--- src/rtl/uart_pkg.sv ---
// Shared definitions for the parametrised UART receiver: FSM state encoding,
// parity mode constants and the parity helper.
package uart_pkg;

  typedef enum logic [2:0] {
    IDLE  = 3'd0,
    START = 3'd1,
    DATA  = 3'd2,
    PAR   = 3'd3,
    STOP  = 3'd4
  } rx_state_t;

  localparam int PAR_NONE = 0;
  localparam int PAR_ODD  = 1;
  localparam int PAR_EVEN = 2;

  // Parity bit the transmitter should have sent for a zero-extended data word.
  function automatic logic parity_bit(input logic [15:0] data, input int mode);
    logic x;
    x = ^data;
    if (mode == PAR_ODD)  return ~x;
    if (mode == PAR_EVEN) return x;
    return 1'b0;
  endfunction

endpackage

--- src/rtl/uart_rx_fifo.sv ---
// Synchronous output FIFO for received words; head word is shown on rd_data
// (forced to zero while empty), pointers carry one extra wrap bit.
module uart_rx_fifo #(
  parameter int WIDTH = 8,
  parameter int DEPTH = 4
) (
  input  logic             clk,
  input  logic             res,
  input  logic             wr_en,
  input  logic [WIDTH-1:0] wr_data,
  input  logic             rd_en,
  output logic [WIDTH-1:0] rd_data,
  output logic             empty,
  output logic             full
);
  localparam int AW = $clog2(DEPTH);

  logic [WIDTH-1:0] mem [DEPTH];
  logic [AW:0]      wr_ptr;
  logic [AW:0]      rd_ptr;
  logic             do_wr;
  logic             do_rd;

  always_comb begin
    empty   = (wr_ptr == rd_ptr);
    full    = (wr_ptr[AW] != rd_ptr[AW]) && (wr_ptr[AW-1:0] == rd_ptr[AW-1:0]);
    do_rd   = rd_en && !empty;
    // A pop in the same cycle frees the slot a push into a full FIFO needs.
    do_wr   = wr_en && (!full || do_rd);
    rd_data = empty ? '0 : mem[rd_ptr[AW-1:0]];
  end

  always_ff @(posedge clk or negedge res) begin
    if (!res) begin
      wr_ptr <= '0;
      rd_ptr <= '0;
    end else begin
      if (do_wr) wr_ptr <= wr_ptr + (AW+1)'(1);
      if (do_rd) rd_ptr <= rd_ptr + (AW+1)'(1);
    end
  end

  always_ff @(posedge clk) begin
    if (do_wr) mem[wr_ptr[AW-1:0]] <= wr_data;
  end

endmodule

--- src/rtl/uart_rx_param.sv ---
// Parametrised UART receiver: 2-FF synchroniser, 3-sample mid-bit majority vote,
// parity and stop-bit checking, words buffered in a small output FIFO.
module uart_rx_param
  import uart_pkg::*;
#(
  parameter int CLK_DIV    = 5000,
  parameter int DATA_BITS  = 8,
  parameter int PARITY     = PAR_NONE,
  parameter int STOP_BITS  = 1,
  parameter int FIFO_DEPTH = 4
) (
  input  logic                 clk,
  input  logic                 res,
  input  logic                 rx,
  output logic [DATA_BITS-1:0] data_out,
  output logic                 empty,
  output logic                 full,
  input  logic                 rd_en,
  output logic                 frame_err,
  output logic                 parity_err,
  output logic                 overrun
);
  localparam int CW  = $clog2(CLK_DIV);
  localparam int MID = CLK_DIV / 2;

  localparam logic [CW-1:0] CNT_S0  = CW'(MID - 1);
  localparam logic [CW-1:0] CNT_S1  = CW'(MID);
  localparam logic [CW-1:0] CNT_DEC = CW'(MID + 1);
  localparam logic [CW-1:0] CNT_END = CW'(CLK_DIV - 1);
  localparam logic [3:0]    BIT_LAST  = 4'(DATA_BITS - 1);
  localparam logic [3:0]    STOP_LAST = 4'(STOP_BITS - 1);

  function automatic logic maj3(input logic a, input logic b, input logic c);
    return (a & b) | (a & c) | (b & c);
  endfunction

  rx_state_t            state;
  logic                 rx_p0;
  logic                 rx_s;
  logic                 rx_prev;
  logic [CW-1:0]        baud_cnt;
  logic [3:0]           bit_cnt;
  logic                 samp0;
  logic                 samp1;
  logic                 par_bad;
  logic [DATA_BITS-1:0] shreg;

  logic                 maj;
  logic                 at_dec;
  logic                 at_end;
  logic                 push;

  always_comb begin
    maj    = maj3(samp0, samp1, rx_s);
    at_dec = (baud_cnt == CNT_DEC);
    at_end = (baud_cnt == CNT_END);
    push   = 1'b0;
    if (state == STOP && at_dec && maj && bit_cnt == STOP_LAST && !par_bad && (!full || rd_en))
      push = 1'b1;
  end

  // Stage p0/p1: synchroniser; rx_prev feeds the falling-edge detector.
  always_ff @(posedge clk or negedge res) begin
    if (!res) begin
      rx_p0      <= 1'b1;
      rx_s       <= 1'b1;
      rx_prev    <= 1'b1;
      state      <= IDLE;
      baud_cnt   <= '0;
      bit_cnt    <= '0;
      samp0      <= 1'b1;
      samp1      <= 1'b1;
      par_bad    <= 1'b0;
      frame_err  <= 1'b0;
      parity_err <= 1'b0;
      overrun    <= 1'b0;
    end else begin
      rx_p0      <= rx;
      rx_s       <= rx_p0;
      rx_prev    <= rx_s;
      frame_err  <= 1'b0;
      parity_err <= 1'b0;
      overrun    <= 1'b0;

      if (state != IDLE) begin
        baud_cnt <= at_end ? '0 : baud_cnt + CW'(1);
        if (baud_cnt == CNT_S0) samp0 <= rx_s;
        if (baud_cnt == CNT_S1) samp1 <= rx_s;
      end

      unique case (state)
        IDLE: begin
          baud_cnt <= '0;
          bit_cnt  <= '0;
          par_bad  <= 1'b0;
          if (rx_prev && !rx_s) state <= START;
        end
        START: begin
          if (at_dec && maj) begin
            state <= IDLE;
          end else if (at_end) begin
            state   <= DATA;
            bit_cnt <= '0;
          end
        end
        DATA: begin
          if (at_end) begin
            if (bit_cnt == BIT_LAST) begin
              bit_cnt <= '0;
              state   <= (PARITY != PAR_NONE) ? PAR : STOP;
            end else begin
              bit_cnt <= bit_cnt + 4'd1;
            end
          end
        end
        PAR: begin
          if (at_dec) par_bad <= (maj != parity_bit(16'(shreg), PARITY));
          if (at_end) state <= STOP;
        end
        STOP: begin
          // Leave at the final decision so a following start bit is not missed.
          if (at_dec) begin
            if (!maj) begin
              frame_err <= 1'b1;
              state     <= IDLE;
            end else if (bit_cnt == STOP_LAST) begin
              if (par_bad)             parity_err <= 1'b1;
              else if (full && !rd_en) overrun    <= 1'b1;
              state <= IDLE;
            end
          end else if (at_end) begin
            bit_cnt <= bit_cnt + 4'd1;
          end
        end
        default: state <= IDLE;
      endcase
    end
  end

  // Data shift register, LSB first: newest bit enters at the top.
  always_ff @(posedge clk) begin
    if (state == DATA && at_dec) shreg <= {maj, shreg[DATA_BITS-1:1]};
  end

  uart_rx_fifo #(
    .WIDTH (DATA_BITS),
    .DEPTH (FIFO_DEPTH)
  ) u_fifo (
    .clk     (clk),
    .res     (res),
    .wr_en   (push),
    .wr_data (shreg),
    .rd_en   (rd_en),
    .rd_data (data_out),
    .empty   (empty),
    .full    (full)
  );

endmodule

--- config.mk ---
export PLATFORM = sky130hd
export DESIGN_NAME = uart_rx_param
export DESIGN_NICKNAME = d
export VERILOG_FILES = /design/src/rtl/uart_pkg.sv /design/src/rtl/uart_rx_fifo.sv /design/src/rtl/uart_rx_param.sv
export SDC_FILE = /design/constraint.sdc
export NUM_CORES = 1
export LEC_CHECK = 0
export ABC_AREA = 1
export BUFFER_PORTS_ARGS = -buffer_cell sky130_fd_sc_hd__buf_2
export CORE_ASPECT_RATIO = 1.5
export CORE_MARGIN = 3
export CORE_UTILIZATION = 60
export DETAILED_ROUTE_END_ITERATION = 12
export PLACE_DENSITY = 0.77
export SLEW_MARGIN = 5
export SYNTH_ARGS = -nofsm -noshare
export SYNTH_HDL_FRONTEND = slang
export SYNTH_SLANG_ARGS = --single-unit
--- constraint.sdc ---
create_clock -name clk -period 2.75 [get_ports clk]
set_clock_uncertainty 0.1 [all_clocks]
set_input_delay 0 -clock clk [delete_from_list [all_inputs] [get_ports clk]]
set_output_delay 0 -clock clk [all_outputs]
set_load 0.05 [all_outputs]
==> out/results.tsv <==
metric	value	unit
status	finished clean	
flip-flop and latch area	2080	um2
most frequent CP cell	nor2_4	
post-synth net total	373	
Met2 Wirelength	3940	um
area of the multi-input gates	1240	um2
routed len/inst	14.6	um
Num CTS Buffers	9	
# clock sinks	75	
Pwr per Cell Area	856	nW/um2
CTS H-tree lvls	3	
Max-cap violations	0	
top layer in use	met4	
DRT Pass-1 Iters	5	
wl on met1	2550	um
worst slew pin tran	0.779	ns
Switching Share	42.7	%
Initial Utilization	63.2	%
Fin. Hold Viols	0	
largest net degree at the start of global routing	36	
Mean Syn Cell Area	9.89	um2
Post-CTS Repair Setup Buffers	0	
area grow syn2layout	10.3	%
WS Path Type	reg2reg	
Slowest Stage Delay on Critical Path	0.50	ns
Worst Path Required	2.63	ns
# nets final	401	
sw power	1.43	mW
DP Cell Count	443	
Final Max Slew Viols	0	
synthesis warning total	0	
Arr. time, crit path	2.25	ns
Reg power frac	40.4	%
DRT iter0 DRCs	132	
Port-buffer cells	16	
# rows	33	
number of global-route vias before repair	2462	
initial antenna violation count	0	
CTS clk-pin slew, worst paths	0.08	ns
overall routing resource usage	22.3	%
min Tclk post-route	2.37	ns
DIE WIDTH	68.8	um
Leak	1.56	nW
Vias per Instance	5.40	
Top delay family on crit path	simple AND/OR/NAND/NOR gates	
post-synth cell types	36	
Rel. slew slack	48.1	%
Residual DRC	0	
unrepaired setup endpoints after global routing	false	
CTS tree	yes	
CTS Buffer Depth	2	
Syn Inst Count	359	
met3 wire len	177	um
Buf/Inv on CP	2	
fin crit share	86.1	%
share of layout cells above drive strength 1	17.3	%
FF+latch count, synth	75	
Routed WL	6740	um
root buf cell	clkbuf_8	
clock share of power	22.3	%
Top-Level Pins	17	
crit path cell chain	inv_1, ha_1, nand3_1, nor2_4, nand4_4, nor2_4, inv_2, nor2_1	
CP max-delay cell	nor2_1	
remaining global-route overflow	0	
CP max FO	8	
area of the die	6890	um2
Max VDD drop	0.601	mV
first-pass GRT wire length	11100	um
TNS Setup	0	ns
GP Congestion	0.842	
fillers	449	
clock latency on the worst-skew pair	0.35	ns
Post-DP HPWL	5010	um
crit start category	flop	
endpoints failing setup	0	
Die Height	100	um
worst hold path type	in2async	
register area share after synthesis	58.7	%
Core Region	5620	um2
Internal Power	1.92	mW
Ant. Diodes	0	
Worst Setup End Kind	flop	
fmax	0.422	GHz
Comb power frac	37.3	%
number of vias in the routed layout	2497	
non-filler cells, final	462	
Detail Route Antenna Nets	0	
synthesized area	3550	um2
area by class of cell:
type,instances,share of cell area [%]
Clock inverter,7,1.34
Inverter,50,4.86
Clock buffer,9,3.16
Multi-Input combinational cell,229,31.8
Sequential cell,75,53.2
Timing Repair Buffer,22,3.39
Tap cell,70,2.24
Yosys cell counts, drive strengths merged:
cell,n,area (um2)
o211ai,1,7.51
nand3,25,153
a21oi,9,48.8
o32ai,8,70.1
buf,3,23.8
clkinv,2,7.51
nor4,2,12.5
inv,48,183
dfrtp,30,751
edfxtp,40,1200
nand4,5,46.3
a31oi,1,6.26
clkbuf,2,7.51
xor2,6,52.6
nor2,59,264
dfstp,5,131
ha,10,125
nand2,77,304
nor3,3,20.0
xnor2,2,25.0
o21ai,19,95.1
nor3b,2,15.0
flip-flops by register name, indices dropped and copies added (netlist names), 3 cells and up:
signal and cells:
baud_cnt 13, u_fifo.rd_ptr 3, state 3, bit_cnt 4
u_fifo.mem 32, u_fifo.wr_ptr 3, shreg 8
final timing paths:
check	from	endpoint	slack, ns	depth (start not counted)
min reg2reg	rx_p0	rx_s	0.26	0
max	baud_cnt[1]	u_fifo.mem[2][7]	0.38	8
max reg2reg	baud_cnt[1]	u_fifo.mem[2][7]	0.38	8
max in group asynchronous	res	baud_cnt[5]	1.89	2
min in group clk	rx	rx_p0	0.20	2
min	res	overrun	0.16	2
layout by cell type (no fill, tap or decap), types with 4 or more instances in the layout:
cell and count:
nand4_1 4, dfrtp_1 30, nor2_1 50, nand2_2 6, o21ai_0 18, a21oi_1 8
inv_1 42, clkbuf_8 9, nand2_1 71, nor2_2 5, nand3_1 21, ha_1 10
xor2_1 6, buf_2 16, edfxtp_1 40, dfstp_2 5, o32ai_1 8, nor2_4 4
inv_2 5
stage by stage:
step	hold slack (ns)	setup WS [ns]	utilization [%]	area, um2	total power [mW]
after floorplan	-0.396	0.680	-	3550	2.38
after global placement	0.00569	0.512	66.0	3710	2.60
after detailed placement	0.00664	0.391	66.0	3710	2.62
after CTS	0.179	0.369	69.7	3920	3.38
after global routing	0.189	0.220	69.7	3920	3.57
final	0.160	0.381	69.7	3920	3.35
power by group through the flow:
stage | Clock (mW) | Sequential, mW | Combinational, mW
5_1_grt | 0.806 | 1.37 | 1.40
4_1_cts | 0.771 | 1.35 | 1.26
2_1_floorplan | 0 | 1.32 | 1.06
6_report | 0.747 | 1.35 | 1.25
3_3_place_gp | 0 | 1.37 | 1.23
3_5_place_dp | 0 | 1.37 | 1.25
cells by family (layout without fill, tap and decap cells):
kind of cell               Yosys count  count (layout)  share of synthesized area (%)
adders and majority gates           10              10                           3.52
DFF                                 75              75                           58.7
and+or+nand+nor                    173             173                           22.9
buffers and inverters               55              88                           6.24
AOI/OAI and AO/OA                   38              38                           6.42
xor gates and xnor gates             8               8                           2.19
routing by layer:
metal | global-route usage (%) | vias up
met5 | 0 | -
met4 | 9.16 | 0
met3 | 4.70 | 6
met2 | 41.2 | 42
met1 | 23.4 | 1210
li1 | - | 1239
repair_timing:
| item | 4_1_cts | 5_1_grt |
|---|---|---|
| hold endpoints to repair | 35 | 0 |
| hold buffers | 3 | 0 |
| resized for setup | 0 | 0 |
Power figures use the tool's default switching activity.
